[src/rtl/rr_arbiter_16_if.sv]
// Handshake bundle between sixteen requesters and the round-robin arbiter.
// Latency: none (wires only).
// Backpressure: none; requesters hold req until served or they give up.
//
// Signals:
//   en        arbiter enable (requester side drives)
//   req[15:0] request vector, bit i = requester i
//   gnt[15:0] registered one-hot grant
//   gnt_idx   registered owner index, meaningful only with gnt_valid
//   gnt_valid live-grant flag
//   preempt   one-cycle pulse when the owner is revoked by the hold limit
interface rr_arbiter_16_if;
  logic        en;
  logic [15:0] req;
  logic [15:0] gnt;
  logic [3:0]  gnt_idx;
  logic        gnt_valid;
  logic        preempt;

  // Requester / bench side.
  modport master (
    output en, req,
    input  gnt, gnt_idx, gnt_valid, preempt
  );

  // Arbiter side.
  modport slave (
    input  en, req,
    output gnt, gnt_idx, gnt_valid, preempt
  );
endinterface

[src/rtl/rr_arbiter_16.sv]
// Round-robin arbiter for 16 requesters with an optional per-owner hold limit.
// Latency: grant appears one cycle after the requesting edge; all outputs registered.
// Backpressure: none; a request that drops before being granted is simply forgotten.
//
// Ports:
//   clk  rising-edge clock
//   rst  asynchronous active-high reset
//   arb  slave modport of rr_arbiter_16_if (en, req in; gnt, gnt_idx, gnt_valid, preempt out)
// Parameters:
//   MAX_HOLD  max consecutive grant cycles per owner, 0 = unlimited
//   HOLD_W    hold counter width, must satisfy MAX_HOLD <= 2**HOLD_W - 1
module rr_arbiter_16 #(
  parameter int MAX_HOLD = 8,
  parameter int HOLD_W   = 4
) (
  input  logic           clk,
  input  logic           rst,
  rr_arbiter_16_if.slave arb
);

  localparam logic [0:0] IDLE  = 1'b0;
  localparam logic [0:0] GRANT = 1'b1;

  // Counter value on the owner's final permitted cycle.
  localparam logic [HOLD_W-1:0] HOLD_LAST =
    (MAX_HOLD == 0) ? '0 : HOLD_W'(MAX_HOLD - 1);

  logic [0:0]        state_q,     state_d;
  logic [3:0]        rr_ptr_q,    rr_ptr_d;
  logic [HOLD_W-1:0] hold_cnt_q,  hold_cnt_d;
  logic [15:0]       gnt_q,       gnt_d;
  logic [3:0]        gnt_idx_q,   gnt_idx_d;
  logic              gnt_valid_q, gnt_valid_d;
  logic              preempt_q,   preempt_d;

  logic [3:0]  owner;
  logic [3:0]  owner_next;
  logic [15:0] others;
  logic        timeout;

  // First set bit of v, scanning upward from p and wrapping past 15 to 0.
  function automatic logic [3:0] pick(input logic [15:0] v, input logic [3:0] p);
    logic [3:0] idx;
    logic [3:0] res;
    logic       found;
    res   = '0;
    found = 1'b0;
    for (int k = 0; k < 16; k++) begin
      idx = p + 4'(k);
      if (!found && v[idx]) begin
        res   = idx;
        found = 1'b1;
      end
    end
    return res;
  endfunction

  assign owner      = gnt_idx_q;
  assign owner_next = owner + 4'd1;
  assign others     = arb.req & ~(16'd1 << owner);
  assign timeout    = (MAX_HOLD != 0) && (hold_cnt_q == HOLD_LAST);

  always_comb begin
    state_d     = state_q;
    rr_ptr_d    = rr_ptr_q;
    hold_cnt_d  = hold_cnt_q;
    gnt_idx_d   = gnt_idx_q;
    gnt_valid_d = gnt_valid_q;
    preempt_d   = 1'b0;

    if (state_q == IDLE) begin
      if (arb.en && (|arb.req)) begin
        state_d     = GRANT;
        gnt_idx_d   = pick(arb.req, rr_ptr_q);
        gnt_valid_d = 1'b1;
        hold_cnt_d  = '0;
      end else begin
        gnt_idx_d   = '0;
        gnt_valid_d = 1'b0;
      end
    end else begin
      // Priority: disable beats release, release beats timeout.
      if (!arb.en) begin
        state_d     = IDLE;
        rr_ptr_d    = owner_next;
        gnt_idx_d   = '0;
        gnt_valid_d = 1'b0;
        hold_cnt_d  = '0;
      end else if (!arb.req[owner]) begin
        rr_ptr_d = owner_next;
        if (|others) begin
          gnt_idx_d  = pick(others, owner_next);
          hold_cnt_d = '0;
        end else begin
          state_d     = IDLE;
          gnt_idx_d   = '0;
          gnt_valid_d = 1'b0;
          hold_cnt_d  = '0;
        end
      end else if (timeout) begin
        // A sole requester is re-granted; the pulse still marks the revocation.
        preempt_d  = 1'b1;
        rr_ptr_d   = owner_next;
        hold_cnt_d = '0;
        if (|others) begin
          gnt_idx_d = pick(others, owner_next);
        end
      end else if (hold_cnt_q != {HOLD_W{1'b1}}) begin
        hold_cnt_d = hold_cnt_q + 1'b1;
      end
    end

    gnt_d = gnt_valid_d ? (16'd1 << gnt_idx_d) : 16'd0;
  end

  always_ff @(posedge clk or posedge rst) begin
    if (rst) begin
      state_q     <= IDLE;
      rr_ptr_q    <= '0;
      hold_cnt_q  <= '0;
      gnt_q       <= '0;
      gnt_idx_q   <= '0;
      gnt_valid_q <= 1'b0;
      preempt_q   <= 1'b0;
    end else begin
      state_q     <= state_d;
      rr_ptr_q    <= rr_ptr_d;
      hold_cnt_q  <= hold_cnt_d;
      gnt_q       <= gnt_d;
      gnt_idx_q   <= gnt_idx_d;
      gnt_valid_q <= gnt_valid_d;
      preempt_q   <= preempt_d;
    end
  end

  assign arb.gnt       = gnt_q;
  assign arb.gnt_idx   = gnt_idx_q;
  assign arb.gnt_valid = gnt_valid_q;
  assign arb.preempt   = preempt_q;

endmodule

[src/flat_wrapper.sv]
// flat-port wrapper written by rule: the top's interface ports become plain ports
module rr_arbiter_16_flat 
#(
  parameter int MAX_HOLD = 8,
  parameter int HOLD_W   = 4
)
  (clk, rst, arb_en, arb_req, arb_gnt, arb_gnt_idx, arb_gnt_valid, arb_preempt);
  rr_arbiter_16_if arb_i ();
  input  logic clk;
  input  logic rst;
  input wire logic [$bits(arb_i.en)-1:0] arb_en;
  input wire logic [$bits(arb_i.req)-1:0] arb_req;
  output wire logic [$bits(arb_i.gnt)-1:0] arb_gnt;
  output wire logic [$bits(arb_i.gnt_idx)-1:0] arb_gnt_idx;
  output wire logic [$bits(arb_i.gnt_valid)-1:0] arb_gnt_valid;
  output wire logic [$bits(arb_i.preempt)-1:0] arb_preempt;
  assign arb_i.en = arb_en;
  assign arb_i.req = arb_req;
  assign arb_gnt = arb_i.gnt;
  assign arb_gnt_idx = arb_i.gnt_idx;
  assign arb_gnt_valid = arb_i.gnt_valid;
  assign arb_preempt = arb_i.preempt;
  rr_arbiter_16 #(.MAX_HOLD(MAX_HOLD), .HOLD_W(HOLD_W)) u_core (.clk(clk), .rst(rst), .arb(arb_i));
endmodule
[config.mk]
export PLATFORM = sky130hd
export DESIGN_NAME = rr_arbiter_16_flat
export DESIGN_NICKNAME = d
export VERILOG_FILES = /design/src/rtl/rr_arbiter_16_if.sv /design/src/rtl/rr_arbiter_16.sv /design/src/flat_wrapper.sv
export SDC_FILE = /design/constraint.sdc
export NUM_CORES = 1
export LEC_CHECK = 0
export ABC_AREA = 1
export CAP_MARGIN = 20
export CORE_MARGIN = 2
export CORE_UTILIZATION = 27
export DETAILED_ROUTE_END_ITERATION = 10
export GPL_TIMING_DRIVEN = 0
export PLACE_DENSITY = 0.54
export SYNTH_ARGS = -nofsm -noshare
export SYNTH_HDL_FRONTEND = slang
export SYNTH_SLANG_ARGS = --single-unit
[constraint.sdc]
create_clock -name clk -period 11.3 [get_ports clk]
set_input_delay 2.26 -clock clk [delete_from_list [all_inputs] [get_ports clk]]
set_output_delay 2.26 -clock clk [all_outputs]
set_load 0.03 [all_outputs]
======== Yosys cells after proc, flatten, opt, wreduce, memory -nomap -nowiden ========
Cells that the tools add are included.
operators by class
  $add $sub $neg .......................... 32
  $lt $le $gt $ge ......................... 33
  equal/unequal tests ..................... 4
  shift-type cells ........................ 2
  muxes and demuxes ....................... 351
  bitwise gates (word level) .............. 2
  reduce and logical (&&, ||, !) cells .... 96
operators by type and width
  operator                                                                number
  1-bit two-way mux                                                       254
  4-bit two-way mux                                                       63
  4-bit by 5-bit < comparator with 1-bit output (second input constant)   33
  1-bit binary-select mux with 4-bit select                               33
  4-bit adder (second input constant)                                     16
  1-bit logical AND                                                       46
  1-bit zero test                                                         45
  4-bit by 3-bit adder with 4-bit output (second input constant)          8
  16-bit OR reduction                                                     2
  1-bit by 4-bit left shift with 16-bit output (first input constant)     2
  4-bit by 1-bit adder with 4-bit output (second input constant)          4
  4-bit by 2-bit adder with 4-bit output (second input constant)          4
  16-bit AND                                                              1
  16-bit two-way mux                                                      1
  16-bit inverter                                                         1
  5-bit != test (second input constant)                                   1
  4-bit by 3-bit equality test with 1-bit output (second input constant)  1
  4-bit != test (second input constant)                                   1
  2-bit AND reduction                                                     2
  3-bit by 2-bit != test with 1-bit output (second input constant)        1
  2-bit nonzero test                                                      1
word-level totals
  register bits ........................... 31
  input port bits ......................... 19
  output and inout port bits .............. 22
  logic and storage cells ................. 527

======== Depth between registers and ports, before layout ========
  depth in word-level cells ............... 133
  depth in mapped cells ................... 33

======== Worst setup path after synthesis ========
Ideal clock, no wire load.
  path type ............................... input-to-reg
  start ................................... in arb_req[3]
  end ..................................... reg u_core.gnt_q[5] (netlist: u_core.arb.gnt[5])
  data arrival time ....................... 4.448 ns
  data required time ...................... 11.172 ns
  slack ................................... 6.724 ns
  stages .................................. 24
  path through ............................ nand2_1 -> nand3_1 -> nand3_1 -> nand2_1 -> nand2_1 -> nand2_1 -> inv_2 -> nand4_2 -> nor2_4 -> nand4_2 -> nor2_4 -> nand2_2 -> nor2_4 -> nand3_2 -> inv_2 -> nand3_2 -> o21ai_0 -> inv_1 -> nand3_1 -> nand2_1 -> nand2_8 -> nor2_4 -> nand2_1 -> nor2_1
between the ends
  cells in the longest elaborated chain, start to end .. 131
ends and longest elaborated chain
  element                                         line                                       text
  start, declared                                 flat_wrapper.sv:12                         input wire logic [$bits(arb_i.req)-1:0] arb_req;
  16-bit AND                                      rr_arbiter_16.sv:60                        assign others = arb.req & ~(16'd1 << owner);
  1-bit binary-select mux with 4-bit select       rr_arbiter_16.sv:50                        if (!found && v[idx]) begin
  1-bit two-way mux (not written as such)         rr_arbiter_16.sv:50
  1-bit two-way mux                               rr_arbiter_16.sv:50
  1-bit two-way mux                               rr_arbiter_16.sv:91, rr_arbiter_16.sv:105
  1-bit two-way mux                               rr_arbiter_16.sv:100                       end else if (timeout) begin
  1-bit two-way mux                               rr_arbiter_16.sv:89                        end else if (!arb.req[owner]) begin
  1-bit two-way mux                               rr_arbiter_16.sv:83                        if (!arb.en) begin
  [... 117 more ...]                              n/a
  4-bit two-way mux                               rr_arbiter_16.sv:100
  4-bit two-way mux                               rr_arbiter_16.sv:89
  4-bit two-way mux                               rr_arbiter_16.sv:83
  4-bit two-way mux *                             rr_arbiter_16.sv:71                        if (state_q == IDLE) begin
  named net u_core.gnt_idx_d[1]                   rr_arbiter_16.sv:32                        logic [3:0] gnt_idx_q, gnt_idx_d;
  1-bit by 4-bit left shift with 16-bit output *  rr_arbiter_16.sv:113                       gnt_d = gnt_valid_d ? (16'd1 << gnt_idx_d) : 16'd0;
  16-bit two-way mux *                            rr_arbiter_16.sv:113
  named net u_core.gnt_d[5]                       rr_arbiter_16.sv:31                        logic [15:0] gnt_q, gnt_d;
  end signal, assigned                            rr_arbiter_16.sv:129                       gnt_q <= gnt_d;
  end, declared                                   rr_arbiter_16.sv:31
The timed path passes the listed nets; every way through them passes the cells marked *. The select of a mux whose other input is x is not followed.
A chain may end at the register's enable or synchronous reset.

======== Worst setup path after layout ========
  start ................................... in arb_req[0]
  end ..................................... reg u_core.gnt_q[0] (netlist: u_core.arb.gnt[0])
between the ends
  cells in the longest elaborated chain, start to end .. 131
ends and longest elaborated chain
  element                                       line                                       text
  16-bit AND                                    rr_arbiter_16.sv:60
  1-bit binary-select mux with 4-bit select     rr_arbiter_16.sv:50
  1-bit two-way mux (not written as such)       rr_arbiter_16.sv:50
  1-bit two-way mux                             rr_arbiter_16.sv:50
  1-bit two-way mux                             rr_arbiter_16.sv:91, rr_arbiter_16.sv:105
  1-bit two-way mux                             rr_arbiter_16.sv:100
  1-bit two-way mux                             rr_arbiter_16.sv:89
  1-bit two-way mux                             rr_arbiter_16.sv:83
  [... 116 more ...]                            n/a
  4-bit two-way mux                             rr_arbiter_16.sv:105                       if (|others) begin
  4-bit two-way mux                             rr_arbiter_16.sv:100
  4-bit two-way mux                             rr_arbiter_16.sv:89
  4-bit two-way mux                             rr_arbiter_16.sv:83
  4-bit two-way mux                             rr_arbiter_16.sv:71
  1-bit by 4-bit left shift with 16-bit output  rr_arbiter_16.sv:113
  16-bit two-way mux *                          rr_arbiter_16.sv:113
  named net u_core.gnt_d[0]                     rr_arbiter_16.sv:31
Marks and branches as above.

==> impl_metrics.ini <==
[layout]
final_cells = 1288
syn_to_final_growth_pct = 16.49
drive_above_1_share = 0.09823
register_area_um2 = 775.7
layout.nets = 1057
multi_input_area_um2 = 4106
final_cell_mix = nand2_1, nand3_1, inv_1, nor2_1, clkdlybuf4s50_1
diodes = 0
final_common_cell = nand2_1
fill_cells = 2267
final_util = 0.3187

[cts]
cts_buffer_depth = 2
cts_tree = built
htree_levels = 2
clk_latency_ps = 280
cts_hold_buf = 0
cts-root-buf = clkbuf_16
clock-sinks = 31
clkTransAtPathRegs_ps = 50
cts_made_buffers = 5
cts.repair.resized = 0
cts_setup_buffers = 0

[timing]
max_freq_mhz = 179.1
worstMarginPinSlew_ps = 678.1
setup_viol = 0
slew_violations = 0
hold_viol_final = 0
hold_slack_ps = 581.7
max_slew_margin = 0.5458
skew_ps = 7.335
rsz0062_at_grt = false
fin_tns_setup_ps = 0
min_period_ps = 5585
period_share = 0.4942

[route]
wl_mm = 19.50
avgViaCountPerCell = 4.922
wire_per_inst_um = 15.14
first_pass_iters = 8
drc_errors = 0
dr.first_iter.drc_count = 544
ant_nets = 0
vias = 6340

[logic_synthesis]
synth.avg_cell_area_um2 = 5.676
synth_area_um2 = 5500
ys_types = 54
syn_nets = 1009
postSynthCellCount = 969
async_flop_share = 1.000
seq_area_frac_synth = 0.1410
synthFlopType = dfrtp_1
ys_ff_latch = 31
yosysWarningCount = 0
synth-edff-count = 0

[worst_setup_path]
cp_common_cell = nand2_1
crit_arrival_ps = 5780
reg2reg_to = u_core.arb.gnt[0]
end_kind = flop
r2r_slack_ps = 6150
r2r_start = u_core.arb.gnt_idx[2]
worstSetupPathType = in -> reg
critPathMaxStageDelay_ps = 650
cp_num_buf_inv = 2
startpoint_type = primary input
path_cells = clkdlybuf4s50_1, nand2_1, nand3_1, nand3_1, nand2_1, nand2_1, nand2_1, inv_2, nand4_2, nor2_4, nand4_2, nor2_4, nand2_2, nor2_4, nand3_2, nor2_2, nand2_1, nand2_1, nand2_1, nand2_1, nand2_1, nand2_1, nand3_1, nor2_1
crit_required_ps = 11500
path_depth = 24
critPathSlowestCell = clkdlybuf4s50_1
path_max_fanout = 8
cp-endpoint = u_core.arb.gnt[0]
r2r.worst_path.cells = 22
crit_start = arb_req[0]
crit_family = simple AND/OR/NAND/NOR gates

[global_route]
overflow = 0
grt_pass1_wl_mm = 31.47
grtUsageTotal = 0.1812
grt_max_degree = 21
antenna_found_initial = 0
grt_pass1_vias = 5990

[min_path]
holdPathStages = 1
hp-class = reg -> reg
hold_start = u_core.arb.gnt_valid

[die]
initial_core_util = 0.2736
fp.dieH_um = 146.7
die_width_um = 146.7
core_um2 = 20100
rows = 52
ioPinCount = 41
die_area_um2 = 21530

[place]
dp_cells = 1280
place_hpwl_mm = 15.58
gp_congestion = 0.8845
port_buffers = 40

[run]
maxCapViolCount = 0

[run_status]
status = completed
worst reg2reg max path, delay by kind of cell, from the launching register on:
kind	cells	cell delay [ps]
AND/OR/NAND/NOR	13	1820
AO/OA/AOI/OAI	2	470
buffers and inverters	5	1460
adder cells (fa/ha/maj)	2	780
flip-flops	1	500
cell type report:
cell class / instances / area share
multi-input cells: 790 / 0.6409
flip-flops and latches: 31 / 0.1211
inverters: 124 / 0.07264
repair buffers: 41 / 0.06678
well taps: 270 / 0.05272
plain buffers: 24 / 0.02382
clock buffers: 6 / 0.02011
clock inverters: 2 / 0.001953
layer usage:
metal	GRT usage	vias to the layer above	routed length [µm]
li1	-	3279	-
met5	0	-	0
met1	0.2466	2854	9023
met3	0.01180	34	835
met4	0.04612	0	486
met2	0.3127	173	9149
cells by family (layout without fill, tap and decap cells):
logic type	after synthesis	in the layout	share of synthesized area
compound gates	85	85	0.09600
xor+xnor	17	17	0.03253
fa+ha+maj	21	21	0.04777
buf+inv	148	197	0.1124
flops	31	31	0.1410
simple gates	667	667	0.5703
registers in the layout, summed over array words and instances, names as in the netlist:
register	flops
u_core.arb.gnt	16
u_core.state_q	1
u_core.hold_cnt_q	4
u_core.arb.gnt_idx	4
u_core.arb.gnt_valid	1
u_core.arb.preempt	1
u_core.rr_ptr_q	4
through the flow:
stage               setup slack (ps)  area [µm²]
finish                          5715        6407
global route                    5428        6407
CTS                             5775        6407
detailed placement              5503        6266
global placement                5526        6238
floorplan                       6724        5500
cell usage after synthesis (3+ instances only):
library cell,number,area share
nand2_2,13,0.015
inv_2,12,0.0082
o21a_1,6,0.0082
ha_1,21,0.048
nor3_1,9,0.0082
nand2_1,321,0.22
a22oi_1,3,0.0041
buf_6,5,0.010
nand3_1,189,0.17
o21ai_1,8,0.0073
clkinv_1,4,0.0027
nand4_2,4,0.0091
nor2_4,6,0.012
clkbuf_1,3,0.0020
a21oi_1,14,0.013
buf_2,14,0.013
a31oi_1,5,0.0057
o21ai_2,3,0.0048
o21ai_0,30,0.027
dfrtp_1,31,0.14
nand3_2,12,0.022
xor2_1,11,0.018
nor2_1,73,0.050
nor4_1,4,0.0045
inv_1,108,0.074
nand4_1,18,0.020
worst min-delay path by stage:
stage	end
3_5_place_dp	u_core.arb.gnt_valid
3_3_place_gp	u_core.arb.gnt_valid
2_1_floorplan	u_core.hold_cnt_q[2]
5_1_grt	u_core.arb.gnt_valid
6_report	u_core.arb.gnt_valid
4_1_cts	u_core.arb.gnt_valid
Power is left out: the tool's default activity adds up to more than one toggle a clock period on the data nets, which glitch-free logic cannot reach.
